**src/rtl/e_pwm_gen_pkg.sv**
```systemverilog
// Shared types and defaults for the PWM generator and its duty shadow register.
package e_pwm_gen_pkg;

  localparam int PWM_W = 8;

  typedef enum logic [1:0] {
    IDLE = 2'd0,
    RUN  = 2'd1,
    PEND = 2'd2
  } pwm_state_t;

endpackage

```
**src/rtl/e_duty_shadow.sv**
```systemverilog
// Duty shadow/active register pair with a one-deep valid/ready handshake.
// A captured value reaches duty_active only at a period boundary.
module e_duty_shadow
  import e_pwm_gen_pkg::*;
#(
  parameter int W = PWM_W
) (
  input  logic         clk,
  input  logic         rst_n,
  input  logic         accept,
  input  logic         boundary,
  input  logic [W-1:0] duty,
  output logic [W-1:0] duty_active,
  output logic         ready
);

  logic [W-1:0] duty_shadow;

  // ready low means a value is parked in duty_shadow waiting for the boundary.
  // An accept that lands on a boundary bypasses the wait and stays ready.
  always_ff @(posedge clk or negedge rst_n) begin
    if (!rst_n) begin
      duty_shadow <= '0;
      duty_active <= '0;
      ready       <= 1'b1;
    end else if (accept) begin
      duty_shadow <= duty;
      if (boundary) begin
        duty_active <= duty;
      end else begin
        ready <= 1'b0;
      end
    end else if (boundary && !ready) begin
      duty_active <= duty_shadow;
      ready       <= 1'b1;
    end
  end

endmodule

```
**src/rtl/e_pwm_gen.sv**
```systemverilog
// PWM generator: compares an external free-running count against a shadowed
// duty value, producing a registered pulse train and a period-end strobe.
module e_pwm_gen
  import e_pwm_gen_pkg::*;
#(
  parameter int W = PWM_W
) (
  input  logic         _i_clk,
  input  logic         _i_rst_n,
  input  logic [W-1:0] _i_count,
  input  logic [W-1:0] _i_max,
  input  logic [W-1:0] _i_duty,
  input  logic         _i_duty_valid,
  output logic         _o_duty_ready,
  output logic         _o_pwm,
  output logic         _o_period_end
);

  pwm_state_t   state;
  pwm_state_t   state_next;
  logic         boundary;
  logic         accept;
  logic         pwm_next;
  logic [W-1:0] duty_active;

  // >= rather than == so a max lowered below the current count still closes the period.
  assign boundary = (_i_count >= _i_max);
  assign accept   = _i_duty_valid & _o_duty_ready;

  e_duty_shadow #(.W(W)) u_shadow (
    .clk         (_i_clk),
    .rst_n       (_i_rst_n),
    .accept      (accept),
    .boundary    (boundary),
    .duty        (_i_duty),
    .duty_active (duty_active),
    .ready       (_o_duty_ready)
  );

  always_comb begin
    state_next = state;
    pwm_next   = 1'b0;
    case (state)
      IDLE: begin
        if (accept && !boundary) state_next = PEND;
        else if (boundary)       state_next = RUN;
      end
      RUN: begin
        if (accept && !boundary) state_next = PEND;
      end
      PEND: begin
        if (boundary) state_next = RUN;
      end
      default: state_next = IDLE;
    endcase
    // Same-width compare: any duty above max keeps the output high all period.
    if (state != IDLE) pwm_next = (_i_count < duty_active);
  end

  always_ff @(posedge _i_clk or negedge _i_rst_n) begin
    if (!_i_rst_n) begin
      state         <= IDLE;
      _o_pwm        <= 1'b0;
      _o_period_end <= 1'b0;
    end else begin
      state         <= state_next;
      _o_pwm        <= pwm_next;
      _o_period_end <= boundary;
    end
  end

endmodule

```
**config.mk**
```make
export PLATFORM = sky130hd
export DESIGN_NAME = e_pwm_gen
export DESIGN_NICKNAME = d
export VERILOG_FILES = /design/src/rtl/e_pwm_gen_pkg.sv /design/src/rtl/e_duty_shadow.sv /design/src/rtl/e_pwm_gen.sv
export SDC_FILE = /design/constraint.sdc
export NUM_CORES = 1
export LEC_CHECK = 0
export ABC_AREA = 1
export CORE_ASPECT_RATIO = 0.75
export CORE_UTILIZATION = 25
export CTS_CLUSTER_DIAMETER = 30
export DETAILED_ROUTE_END_ITERATION = 8
export GPL_TIMING_DRIVEN = 0
export SYNTH_ARGS = -nofsm -noshare
export SYNTH_HDL_FRONTEND = slang
export SYNTH_SLANG_ARGS = --single-unit
```
**constraint.sdc**
```tcl
create_clock -name _i_clk -period 3.4 [get_ports _i_clk]
set_clock_uncertainty 0.2 [all_clocks]
set_input_delay 0.85 -clock _i_clk [delete_from_list [all_inputs] [get_ports _i_clk]]
set_output_delay 0.85 -clock _i_clk [all_outputs]
set_load 0.05 [all_outputs]
```
==> summary.md, run 1 <==
| Metric | Value |
|---|---|
| Clk slew on worst S/H paths | approximately 0.080 ns |
| Setup crit end kind | primary output |
| Final worst path period need | 2.67 ns |
| Post-route ant nets | 0 |
| # hold bufs at CTS | 0 |
| Post-Syn Instances | 146 |
| Placed cells | 232 |
| CP startpoint kind | flop |
| Worst min-delay path category | flop to flop |
| RSZ-0062 raised after global routing | false |
| Hold Violations, Final | 0 |
| Post-DP HPWL | 1930 um |
| Critical Path Slowest Stage Cell | clkdlybuf4s50_1 |
| Num ports | 30 |
| Final WS setup | 0.735 ns |
| Post-Synthesis Mean Instance Area | 8.19 um^2 |
| Hold depth | 2 |
| Reg-to-reg startpoint | u_shadow.ready |
| DIE WIDTH | approximately 80 um |
| Leakage | around 0.83 nW |
| Setup TNS | 0 ns |
| Post-synthesis sequential area ratio | 0.440 |
| Die Footprint | 0.00507 mm^2 |
| Core area | 0.00452 mm^2 |
| Worst VDD drop | 246 uV |
| CTS buffer count | 3 |
| Yosys cell types | 20 |
| CTS tree | done |
| CTS-repair resized insts | 0 |
| Synth warnings | 0 |
| Minimum hold slack | 0.277 ns |
| R2R Path End | u_shadow.duty_active[6] |
| Vias in the first global route | 922 |
| CTS root buffer | clkbuf_8 |
| Synthesized cell area | ~0.0012 mm^2 |
| Average routed wire per standard cell | 9.94 um |
| Critical Path RT | 2.35 ns |
| Outcome | completed |
| H-tree depth | 1 |
| Syn nets | about 190 |
| Maxcap violations | 0 |
| Hold endpoint | u_shadow.duty_active[6] |
| R2r setup slk | 1.75 ns |
| Fmax | 375 MHz |
| Crit path DAT | 1.62 ns |
| WL final | 2350 um |
| CTS sink count | 21 |
| Layout cell share with drive strength beyond 1 | 0.0782 |
| Fin crit share | 0.784 |
| CP bufs+invs | 1 |
| Initial antenna violation count | 0 |
| Crit path max fanout | 3 |
| Cell row count | 21 |
| CTS Buffer Depth | 2 |
| # DRC | 0 |
| Post-Layout Cell Count | 236 |
| Vias per cell | 4.09 |
| Chip height | 61.9 um |
| Inserted Diodes | 0 |
| Slew @ Worst Pin | ~0.95 ns |
| Global-route wire length before repair | just under 4000 um |
| Post-place setup slack | 0.665 ns |
| Synthesis-stage register bit count | 21 |
| Total track usage | 0.102 |
| Critical path's largest stage delay | 0.80 ns |
| Post-CTS Setup Inserts | 0 |
| Final total power | 846 uW |
| Min-delay src | u_shadow.duty_active[6] |
| Util after Layout | 0.355 |
| Initial Utilization | 0.265 |
| Nets@finish | 222 |
| Kind of cell adding the most delay to the critical path | buffers and inverters |
| Port Buf Inserts | 29 |
| Via count | 966 |
| Total congestion overflow | 0 |
| DR pass1 iterations | 4 |
| R2R depth | 5 |
| # setup viols final | 0 |
| Pins Over Slew Limit | 0 |
| WS Path Type | flop to primary output |
| Clock Latency Late Sink | 0.26 ns |
| Slew headroom | 0.366 |
| Gpl congestion | between 0.6 and 0.7 |
| Design area | 0.00160 mm^2 |
| PD cells | approximately 530 mW/mm^2 |
| Area grow syn2layout | 34.1% |
| Worst path cell trace | clkdlybuf4s50_1 |
| DRT iter0 DRCs | 24 |
| Largest net degree at the start of global routing | 22 |
| Placed Area | 0.00156 mm^2 |
-- sequential cells by signal (all words and copies together), names as in the netlist --
| signal | cells |
|---|---|
| state | 2 |
| _o_pwm | 1 |
| u_shadow.duty_shadow | 8 |
| _o_period_end | 1 |
| u_shadow.duty_active | 8 |
| u_shadow.ready | 1 |
-- worst max-delay path by stage --
stage	startpoint	end	cells after the start
6_report	u_shadow.ready	_o_duty_ready	1
5_1_grt	u_shadow.ready	_o_duty_ready	1
4_1_cts	u_shadow.ready	_o_duty_ready	1
3_5_place_dp	_i_max[5]	u_shadow.duty_active[2]	10
3_3_place_gp	_i_max[7]	u_shadow.duty_active[0]	9
2_1_floorplan	_i_max[7]	u_shadow.duty_active[0]	8
-- per-layer routing --
metal  part of all wire  up-vias  wire length [um]  track usage
met3              0.058        0               135       0.0365
met4                  0        0                 0            0
met1               0.52      421              1210        0.142
li1                   -      526                 -            -
met5                  0        -                 0            0
met2               0.43       19               999        0.164
-- layout by cell type, fill, tap and decap left out, types with 2 or more instances in the layout --
cell type and n:
nand2_1 58, clkdlybuf4s50_1 29, dfrtp_1 20, inv_1 17, ha_1 15, nand3_1 8
nor2_1 7, a21oi_1 5, nand2_2 3, clkbuf_8 3, o21ai_0 2
-- kinds of logic after synthesis --
kind of cell,synth area share
flops,0.440
simple gates,0.292
buf+inv,0.0690
compound gates,0.0418
fa+ha+maj,0.157
-- synthesized netlist by cell type, drive strengths merged --
cell / count / area share
inv: 18 / 0.056
nor2: 9 / 0.037
a21oi: 5 / 0.021
a21o: 1 / 0.0063
a211oi: 1 / 0.0063
dfstp: 1 / 0.022
nand2: 61 / 0.20
buf: 1 / 0.0094
o21ai: 2 / 0.0084
nand4: 2 / 0.016
clkinv: 1 / 0.0031
ha: 15 / 0.16
dfrtp: 20 / 0.42
nand3: 9 / 0.042
-- area by class of cell --
class                           instances  area (um^2)
Tap cell                               57         71.3
Multi-Input combinational cell        105          587
Clock inverter                          1         5.00
Fill cell                             466         2920
Timing Repair Buffer                   29          290
Buffer                                  1         11.3
Sequential cell                        21          527
Inverter                               19         71.3
Clock buffer                            3         41.3
-- report_power, final --
| part | internal [mW] | switching (mW) | total, mW | leakage [nW] |
|---|---|---|---|---|
| logic | 0.132 | 0.187 | 0.319 | 0.548 |
| registers | 0.330 | 0.0356 | 0.366 | 0.260 |
| clock network | 0.0815 | 0.0794 | 0.161 | 0.0255 |
| total | 0.543 | 0.302 | 0.846 | 0.834 |
Note: power is estimated with default switching activity, not from simulation.
==> run 2, diff against run 1 <==
==> constraint.sdc (replaced) <==
create_clock -name _i_clk -period 2.3 [get_ports _i_clk]
set_clock_uncertainty 0.2 [all_clocks]
set_input_delay 0.575 -clock _i_clk [delete_from_list [all_inputs] [get_ports _i_clk]]
set_output_delay 0.575 -clock _i_clk [all_outputs]
set_load 0.05 [all_outputs]
==> run 2 against run 1 <==
  * Global-route usage did not move
  * Critical path type is now input port to flop
  * Clock power rose by 48%
  * Critical path depth rose by 9
  * Register-to-register slack got worse by 1.1 ns
  * Wire length fell by 0.13%
  * Non-clock buffer count did not move
  * Sequential cell count did not move
  * Largest power group unchanged
  * Combinational power rose by 48%
==> summary.md, run 2 (synthesized netlist as in run 1, its figures left out) <==
| Metric | Value |
|---|---|
| Outcome | completed (unchanged) |
| Post-DP HPWL | 1930 um (unchanged) |
| CTS root buffer | clkbuf_8 (unchanged) |
| Slew @ Worst Pin | 0.948 ns (about the same) |
| Slew headroom | 0.366 (about the same) |
| Critical Path RT | 2.25 ns (was 2.35 ns) |
| Critical Path Slowest Stage Cell | clkdlybuf4s50_1 (unchanged) |
| Worst path cell trace | clkdlybuf4s50_1 -> inv_1 -> ha_1 -> a21oi_2 -> nor2_1 -> nor2_2 -> nand3_2 -> buf_6 -> nand3_1 -> nand2_1 (was clkdlybuf4s50_1) |
| Largest net degree at the start of global routing | 22 (unchanged) |
| Critical path's largest stage delay | 0.46 ns (was 0.80 ns) |
| Gpl congestion | 0.677 (unchanged) |
| CTS sink count | 21 (unchanged) |
| Core area | 0.00452 mm^2 (unchanged) |
| Minimum hold slack | 0.277 ns (about the same) |
| Crit path max fanout | 10 (was 3) |
| R2R depth | 5 (unchanged) |
| Layout cell share with drive strength beyond 1 | 0.0838 (was 0.0782) |
| DRT iter0 DRCs | 24 (unchanged) |
| CTS buffer count | 3 (unchanged) |
| Via count | 974 (was 966) |
| Kind of cell adding the most delay to the critical path | buffers and inverters (unchanged) |
| Hold endpoint | u_shadow.duty_active[6] (unchanged) |
| Vias per cell | 4.13 (was 4.09) |
| Seq. cell area | 527 um^2 (unchanged) |
| Maxcap violations | 0 (unchanged) |
| Average routed wire per standard cell | 9.93 um (was 9.94 um) |
| Clock Latency Late Sink | 0.26 ns (about the same) |
| DIE WIDTH | 81.9 um (unchanged) |
| Crit path DAT | 2.11 ns (was 1.62 ns) |
| Total congestion overflow | 0 (unchanged) |
| Min-delay src | u_shadow.duty_active[6] (unchanged) |
| Initial antenna violation count | 0 (unchanged) |
| Hold Violations, Final | 0 (unchanged) |
| Leakage | 0.834 nW (about the same) |
| Post-route ant nets | 0 (unchanged) |
| Area grow syn2layout | 34.3% (was 34.1%) |
| Hold depth | 2 (unchanged) |
| Inserted Diodes | 0 (unchanged) |
| Commonest non-fill, non-tap cell in the layout | nand2_1 (unchanged) |
| Vias in the first global route | 922 (unchanged) |
| H-tree depth | 1 (unchanged) |
| Chip height | 61.9 um (unchanged) |
| R2R Path End | u_shadow.duty_active[6] (unchanged) |
| # DRC | 0 (unchanged) |
| Worst VDD drop | 363 uV (was 246 uV) |
| Reg-to-reg startpoint | u_shadow.ready (unchanged) |
| WS Path Type | input port to flop (was flop to primary output) |
| Fin crit share | 0.939 |
| Area of the multi-input gates | 591 um^2 (was 587 um^2) |
| Worst min-delay path category | flop to flop (unchanged) |
| Pins Over Slew Limit | 0 (unchanged) |
| Nets@finish | 222 (unchanged) |
| Global-route wire length before repair | 3970 um (unchanged) |
| Num ports | 30 (unchanged) |
| Fmax | 463 MHz |
| Largest registers | u_shadow.duty_active: 8 flops, u_shadow.duty_shadow: 8 flops, state: 2 flops (unchanged) |
| CTS Buffer Depth | 2 (unchanged) |
| Setup crit end kind | flop (was primary output) |
| WL final | 2340 um (was 2350 um) |
| Final worst path period need | ~2.2 ns |
| CP bufs+invs | 3 (was 1) |
| Setup TNS | 0 ns (unchanged) |
| Most frequent cells in the layout | nand2_1 (58), clkdlybuf4s50_1 (28), dfrtp_1 (20) (was nand2_1 (58), clkdlybuf4s50_1 (29), dfrtp_1 (20)) |
| DR pass1 iterations | 5 (was 4) |
| Cell row count | 21 (unchanged) |
| Fill cell total of the finished layout | 469 (was 466) |
| Total track usage | 0.102 (unchanged) |
| CTS tree | done (unchanged) |
| RSZ-0062 raised after global routing | false (unchanged) |
| PD cells | 777 mW/mm^2 (was 527 mW/mm^2) |
| CP startpoint kind | input port (was flop) |
| # hold bufs at CTS | 0 (unchanged) |
| Die Footprint | 0.00507 mm^2 (unchanged) |
| # setup viols final | 0 (unchanged) |
| Initial Utilization | 0.265 (unchanged) |
| Clk slew on worst S/H paths | 0.07 ns (was 0.08 ns) |
| R2r setup slk | 0.65 ns (was 1.75 ns) |
| Port Buf Inserts | 29 (unchanged) |
## run 2: cell count changes in the layout (fill, tap and decap cells not counted)
cell,before,now
clkdlybuf4s50_1,29,28
a21oi_1,5,4
a21oi_2,0,1
dlygate4sd2_1,0,1
## run 2: stage by stage
step	setup WS, ns	std cells	instance area (um^2)	utilization	total power, mW
6_report	0.139	236	1610	0.355	1.25
5_1_grt	0.0212	236	1610	0.355	1.37
4_1_cts	0.119	236	1600	0.355	1.27
3_5_place_dp	-0.160	232	1560	0.345	1.03
3_3_place_gp	-0.134	232	1560	0.345	1.01
2_1_floorplan	0.432	146	1200	-	0.865
## run 2: power by group
group	switching [mW]	total (mW)	internal, mW
sequential	0.0525	0.540	0.488
combinational	0.277	0.471	0.193
clock	0.117	0.238	0.120
## run 2: per-layer routing
layer | vias to the layer above | GRT usage | routed length, um
met1 | 429 | 0.142 | 1210
met3 | 0 | 0.0365 | 133
li1 | 526 | - | -
met2 | 19 | 0.164 | 1000
met5 | - | 0 | 0
met4 | 0 | 0 | 0
## run 2: how the worst max path moves through the flow
stage          slack [ns]  startpoint                      end  depth (start not counted)
2_1_floorplan        0.43   _i_max[7]  u_shadow.duty_active[0]                          8
3_3_place_gp        -0.13   _i_max[7]  u_shadow.duty_active[0]                          9
3_5_place_dp        -0.16   _i_max[5]  u_shadow.duty_active[2]                         10
4_1_cts              0.12   _i_max[5]  u_shadow.duty_active[2]                         10
5_1_grt              0.02   _i_max[5]  u_shadow.duty_active[4]                         10
6_report             0.14   _i_max[5]  u_shadow.duty_active[4]                         10
## run 2: layout make-up
cell class,instances,area share
buffer,1,0.00701
clock buffer,3,0.0257
clock inverter,1,0.00312
inverter,19,0.0444
multi-input combinational,105,0.368
sequential,21,0.328
tap,57,0.0444
timing repair buffer,29,0.180
## run 2: worst register-to-register path, delay by kind of cell (launching register included)
| kind | cells | cell delay (ns) |
|---|---|---|
| AND/OR/NAND/NOR | 5 | 0.80 |
| flip-flops | 1 | 0.55 |
## run 2: repair_timing
action | in CTS | in global routing
pin swaps | 0 | 0
setup endpoints to repair | 1 | 3
buffers inserted | 0 | 0
resized for setup | 1 | 1
==> run 3, diff against run 2 <==
--- a/config.mk
+++ b/config.mk
@@ -11,6 +11,7 @@
 export CTS_CLUSTER_DIAMETER = 30
 export DETAILED_ROUTE_END_ITERATION = 8
 export GPL_TIMING_DRIVEN = 0
+export SLEW_MARGIN = 20
 export SYNTH_ARGS = -nofsm -noshare
 export SYNTH_HDL_FRONTEND = slang
 export SYNTH_SLANG_ARGS = --single-unit
==> results of run 3 <==
No change in the layout: final DEF, timing and power equal those of run 2.
